[src/rtl/b_pc_ras.sv]
// b_pc_ras: next-PC generator for the single-cycle core. It includes a
// circular return-address stack (RAS) for call/return.
//
// Next-PC priority, highest first:
//   reset > stall > ret > call > jump > branch > sequential (pc+4)
//
// Parameters:
//   WIDTH     - PC / address width in bits
//   OP_W      - opcode width; the jump immediate is WIDTH-OP_W bits
//   IMM_W     - branch word-offset width (signed)
//   RAS_DEPTH - number of RAS entries (power of two, >= 2)
//   RESET_VEC - PC loaded on reset (word aligned)
//
// Ports:
//   clk, reset          - clock; synchronous active-high reset
//   stall               - hold PC, RAS and flags; all strobes are ignored
//   jump/call/ret/branch- control strobes from decode
//   jimm                - jump/call target field
//   bimm                - signed branch word offset
//   pc                  - registered current PC
//   pc_plus4            - pc + 4 (combinational)
//   ras_empty/ras_full  - RAS occupancy (combinational)
//   ras_ovf/ras_unf     - sticky overflow/underflow; cleared only by reset
//   ras_count           - live entry count; present only when the macro
//                         PC_RAS_DEPTH_OUT_EN is defined
module b_pc_ras #(
    parameter int              WIDTH     = 32,
    parameter int              OP_W      = 6,
    parameter int              IMM_W     = 16,
    parameter int              RAS_DEPTH = 4,
    parameter logic [WIDTH-1:0] RESET_VEC = '0
) (
    input  logic                                 clk,
    input  logic                                 reset,
    input  logic                                 stall,
    input  logic                                 jump,
    input  logic                                 call,
    input  logic                                 ret,
    input  logic                                 branch,
    input  logic [WIDTH-OP_W-1:0]                jimm,
    input  logic signed [IMM_W-1:0]              bimm,
    output logic [WIDTH-1:0]                     pc,
    output logic [WIDTH-1:0]                     pc_plus4,
    output logic                                 ras_empty,
    output logic                                 ras_full,
    output logic                                 ras_ovf,
`ifdef PC_RAS_DEPTH_OUT_EN
    output logic                                 ras_unf,
    output logic [$clog2(RAS_DEPTH+1)-1:0]       ras_count
`else
    output logic                                 ras_unf
`endif
);

    localparam int PTR_W = $clog2(RAS_DEPTH);
    localparam int CNT_W = $clog2(RAS_DEPTH + 1);
    localparam logic [CNT_W-1:0] CNT_FULL = CNT_W'(RAS_DEPTH);

    // Sign-extend the word offset, scale it to bytes and add it to the base.
    function automatic logic [WIDTH-1:0] branch_target(
        input logic [WIDTH-1:0]        base,
        input logic signed [IMM_W-1:0] off
    );
        logic [WIDTH-1:0] off_ext;
        off_ext = {{(WIDTH-IMM_W){off[IMM_W-1]}}, off};
        return base + (off_ext << 2);
    endfunction

    // The target keeps the upper bits of pc+4 (pseudo-direct addressing).
    function automatic logic [WIDTH-1:0] jump_target(
        input logic [WIDTH-1:0]      base,
        input logic [WIDTH-OP_W-1:0] imm
    );
        return {base[WIDTH-1:WIDTH-OP_W+2], imm, 2'b00};
    endfunction

    logic [WIDTH-1:0] pc_q, pc_d;
    logic [PTR_W-1:0] top_q, top_d;
    logic [CNT_W-1:0] cnt_q, cnt_d;
    logic             ovf_q, ovf_d;
    logic             unf_q, unf_d;
    logic [WIDTH-1:0] ras_q [RAS_DEPTH];

    logic             wr_en;
    logic [PTR_W-1:0] wr_ptr;
    logic [PTR_W-1:0] top_inc;
    logic [PTR_W-1:0] top_dec;
    logic             empty;
    logic             full;

    assign pc_plus4 = pc_q + WIDTH'(4);
    // RAS_DEPTH is a power of two, so the pointer wraps naturally.
    assign top_inc  = top_q + PTR_W'(1);
    assign top_dec  = top_q - PTR_W'(1);
    assign empty    = (cnt_q == '0);
    assign full     = (cnt_q == CNT_FULL);

    always_comb begin
        pc_d   = pc_q;
        top_d  = top_q;
        cnt_d  = cnt_q;
        ovf_d  = ovf_q;
        unf_d  = unf_q;
        wr_en  = 1'b0;
        wr_ptr = top_q;
        if (!stall) begin
            if (ret && call) begin
                if (empty) begin
                    // An underflowed swap falls through to pc+4 and still pushes.
                    pc_d   = pc_plus4;
                    unf_d  = 1'b1;
                    wr_en  = 1'b1;
                    wr_ptr = top_inc;
                    top_d  = top_inc;
                    cnt_d  = cnt_q + CNT_W'(1);
                end else begin
                    // Replace the top entry in place: the pop and the push cancel.
                    pc_d   = ras_q[top_q];
                    wr_en  = 1'b1;
                    wr_ptr = top_q;
                end
            end else if (ret) begin
                if (empty) begin
                    pc_d  = pc_plus4;
                    unf_d = 1'b1;
                end else begin
                    pc_d  = ras_q[top_q];
                    top_d = top_dec;
                    cnt_d = cnt_q - CNT_W'(1);
                end
            end else if (call) begin
                // When the RAS is full, the push overwrites the oldest entry.
                pc_d   = jump_target(pc_plus4, jimm);
                wr_en  = 1'b1;
                wr_ptr = top_inc;
                top_d  = top_inc;
                if (full) begin
                    ovf_d = 1'b1;
                end else begin
                    cnt_d = cnt_q + CNT_W'(1);
                end
            end else if (jump) begin
                pc_d = jump_target(pc_plus4, jimm);
            end else if (branch) begin
                pc_d = branch_target(pc_plus4, bimm);
            end else begin
                pc_d = pc_plus4;
            end
        end
    end

    always_ff @(posedge clk) begin
        if (reset) begin
            pc_q  <= RESET_VEC;
            top_q <= '0;
            cnt_q <= '0;
            ovf_q <= 1'b0;
            unf_q <= 1'b0;
        end else begin
            pc_q  <= pc_d;
            top_q <= top_d;
            cnt_q <= cnt_d;
            ovf_q <= ovf_d;
            unf_q <= unf_d;
        end
    end

    // The entry contents need no reset; the count marks which entries are valid.
    always_ff @(posedge clk) begin
        if (!reset && wr_en) begin
            ras_q[wr_ptr] <= pc_plus4;
        end
    end

    assign pc        = pc_q;
    assign ras_empty = empty;
    assign ras_full  = full;
    assign ras_ovf   = ovf_q;
    assign ras_unf   = unf_q;
`ifdef PC_RAS_DEPTH_OUT_EN
    assign ras_count = cnt_q;
`endif

endmodule

[config.mk]
export PLATFORM = sky130hd
export DESIGN_NAME = b_pc_ras
export DESIGN_NICKNAME = d
export VERILOG_FILES = /design/src/rtl/b_pc_ras.sv
export SDC_FILE = /design/constraint.sdc
export NUM_CORES = 1
export LEC_CHECK = 0
export CORE_UTILIZATION = 50
export CTS_CLUSTER_SIZE = 25
export DETAILED_ROUTE_END_ITERATION = 10
export PLACE_DENSITY = 0.78
export REMOVE_ABC_BUFFERS = 1
export SYNTH_ARGS = -nofsm -noshare
export SYNTH_HDL_FRONTEND = slang
export SYNTH_SLANG_ARGS = --single-unit
export TNS_END_PERCENT = 5
[constraint.sdc]
create_clock -name clk -period 7.9 [get_ports clk]
set_input_delay 0.79 -clock clk [delete_from_list [all_inputs] [get_ports clk]]
set_output_delay 0.79 -clock clk [all_outputs]
set_load 0.01 [all_outputs]
==> summary.txt <==
final setup vio count: 0
multi-input combinational cell area: 0.00467 mm2
Mean Syn Cell Area: 10.8 um2
Yosys reg bits: 169
CP delay by family, top: simple AND/OR/NAND/NOR gates
placed instance count: 1232
ant diodes: 0
top_reg_cell synth: edfxtp_1
fraction of the mapped netlist area in compound gates: 16.2%
remaining global-route overflow: 0
CP Cell Sequence: ha_1, and4_1, nand4_4, xnor2_1, ha_1, a21oi_1, nor2_1, nor4b_1, a21oi_2, a221oi_1, xnor2_1, a31oi_1, o21ai_1
final hold vios: 0
fmax: 0.236 GHz
final number of max-transition violations: 0
Clk pwr share: 34.7%
Reg power frac: 42.7%
Worst Setup Path Type: reg2reg
Total Wirelength: 27100 um
synthesized-area fraction occupied by adder cells: 5.26%
commonest non-fill, non-tap cell in the layout: edfxtp_1
Critical Path Sink Type: flop
post-DR vias/cell: 6.20
Chip Height: 141 um
power share of the combinational group: 22.6%
FF/Latch Area: 0.00467 mm2
Worst path max stage delay: 0.64 ns
Netlist Area Pre-Place: 0.00965 mm2
first-pass GRT wire length: 41800 um
Leak: 4.22 nW
Critical Path AT: 4.60 ns
Resized Gates After CTS: 0
XOR/XNOR share of the synthesized area: 5.15%
Seq/Total Area, Yosys: 48.3%
switching power share of the total: 29.9%
die area: 0.0199 mm2
outcome: completed
root buffer cell: clkbuf_16
clock transition at the registers of the reported paths: 0.07 ns
most frequent cells in the layout: 128 x edfxtp_1, 115 x clkdlybuf4s50_1, 108 x nand2_1
antenna violations before repair: 0
Detailed Place HPWL: 18600 um
antenna viol nets, final: 0
Max FO, Critical Path: 8
FP Rows: 50
Starting Density: 51.3%
max cap viols: 0
Final Non-Filler Cells: 1264
max_slew headroom: 35.6%
vias in the first global route: 7508
share of layout cells above drive strength 1: 10.9%
DRC: 0
worst IR drop on VDD: 0.167 mV
Int Power: 0.00170 W
total number of vias: 7837
Pwr per Cell Area: 208 mW/mm2
worst hold path type: reg2reg
Iter 0 DRT Violations: 644
RSZ-0062 raised after global routing: no
Req. time, crit path: 8.27 ns
Clk Latency, worst-skew pair: 0.43 ns
gpl congestion: 0.989
area fraction in and, or, nand and nor cells after synthesis: 13.1%
net switching power: 0.000726 W
total CTS buffers: 17
largest family of logic cells by synthesized area: compound AO/OA/AOI/OAI gates
width of the die: 141 um
Post-CTS Hold Buffers: 0
largest net degree at the start of global routing: 48
critical path's slowest cell: xnor2_1
DR pass1 iterations: 5
Area growth syn-to-layout: 20.7%
ys async rst share: 0%
Setup Total Neg Slack: 0 ns
Nets: 1080
EDFF count, synth: 128
Worst-Margin Slew: 0.963 ns
wire length per cell: 21.4 um
GRT Total Usage: 28.0%
core area: 0.0188 mm2
CP Buf/Inv Count: 0
post-synth cell types: 74
cells after synthesis: 891
clk_skew: 0.00569 ns
crit start category: flop
I/O Buffers: 116
Post-CTS Setup Inserts: 0
mux share of post-synthesis cell area: 8.30%
CTS tree: built
yosys warns: 0
fillers: 1502
clock buffer depth: 2
I/O pins: 117
post-route minimum period: 4.23 ns
Num Clock Sinks: 169
crit share post-route: 53.6%
CTS HTree Levels: 4
==> flip-flops by register name, indices dropped and copies added, names as in the netlist, named ones only <==
name / count
ras_q: 128
ras_unf: 1
ras_ovf: 1
cnt_q: 3
pc: 32
top_q: 2
==> worst paths after layout <==
check	startpoint	to	slack, ns	cells after the start
max	pc[2]	pc[27]	3.67	13
min reg2reg	ras_ovf	ras_ovf	0.47	2
min	ras_ovf	ras_ovf	0.47	2
max reg2reg	pc[2]	pc[27]	3.67	13
==> cell families (layout without fill, tap and decap cells) <==
group	count (synthesis)	count (layout)
simple gates	264	264
compound gates	240	240
flops	169	169
buf+inv	83	196
xor+xnor	55	55
fa+ha+maj	40	40
mux	40	40
==> area by class of cell <==
type                            count  share of cell area, %
Tap cell                          260                   2.79
Timing Repair Buffer              133                   11.0
Clock buffer                       19                   3.98
Clock inverter                     13                   1.13
Multi-Input combinational cell    639                   40.0
Inverter                           31                  0.999
Sequential cell                   169                   40.0
==> through the flow <==
| step | util [%] | hold WS, ns | power (W) | setup WS [ns] | area [um2] |
|---|---|---|---|---|---|
| 2_1_floorplan | - | 0.484 | 0.00137 | 2.46 | 9420 |
| 3_3_place_gp | 58.7 | 0.452 | 0.00159 | 3.85 | 11100 |
| 3_5_place_dp | 58.7 | 0.458 | 0.00159 | 3.76 | 11100 |
| 4_1_cts | 61.9 | 0.473 | 0.00242 | 3.71 | 11700 |
| 5_1_grt | 61.9 | 0.515 | 0.00251 | 3.40 | 11700 |
| 6_report | 61.9 | 0.474 | 0.00243 | 3.67 | 11700 |
==> worst register-to-register path: stages (launching register included) <==
cell,delay (ns)
dfxtp_1,0.41
ha_1,0.23
and4_1,0.40
nand4_4,0.22
xnor2_1,0.64
ha_1,0.44
a21oi_1,0.32
nor2_1,0.13
nor4b_1,0.40
a21oi_2,0.17
a221oi_1,0.36
xnor2_1,0.18
a31oi_1,0.11
o21ai_1,0.15
==> power by group through the flow <==
| stage | Sequential (W) | Clock [W] | Combinational (W) |
|---|---|---|---|
| 3_5_place_dp | 0.00105 | 0 | 0.000538 |
| 5_1_grt | 0.00104 | 0.000879 | 0.000591 |
| 6_report | 0.00104 | 0.000841 | 0.000549 |
| 4_1_cts | 0.00103 | 0.000844 | 0.000543 |
| 3_3_place_gp | 0.00105 | 0 | 0.000533 |
| 2_1_floorplan | 0.00106 | 0 | 0.000311 |
==> cell usage after synthesis, types with 9 or more instances <==
master      n  area, um2
xor2_1     19        166
nand3_1    17       85.1
nand2_1   108        405
a211oi_1    9       67.6
edfxtp_1  128       3840
xnor2_1    34        298
mux4_2     32        721
a21oi_1    76        380
ha_1       39        488
inv_1      30        113
o211ai_1   13       97.6
nand4_1    12       75.1
o21ai_0    37        185
nor2_1     63        236
clkbuf_1   34        128
nor3_1     12       60.1
a31oi_1    11       68.8
a21o_1     20        150
dfxtp_1    41        821
==> layer usage <==
metal	track usage (%)	routed length, um
met1	37.5	11300
met2	46.2	12800
met3	4.28	2270
met4	10.2	744
met5	0	0
Power figures use the tool's default switching activity.
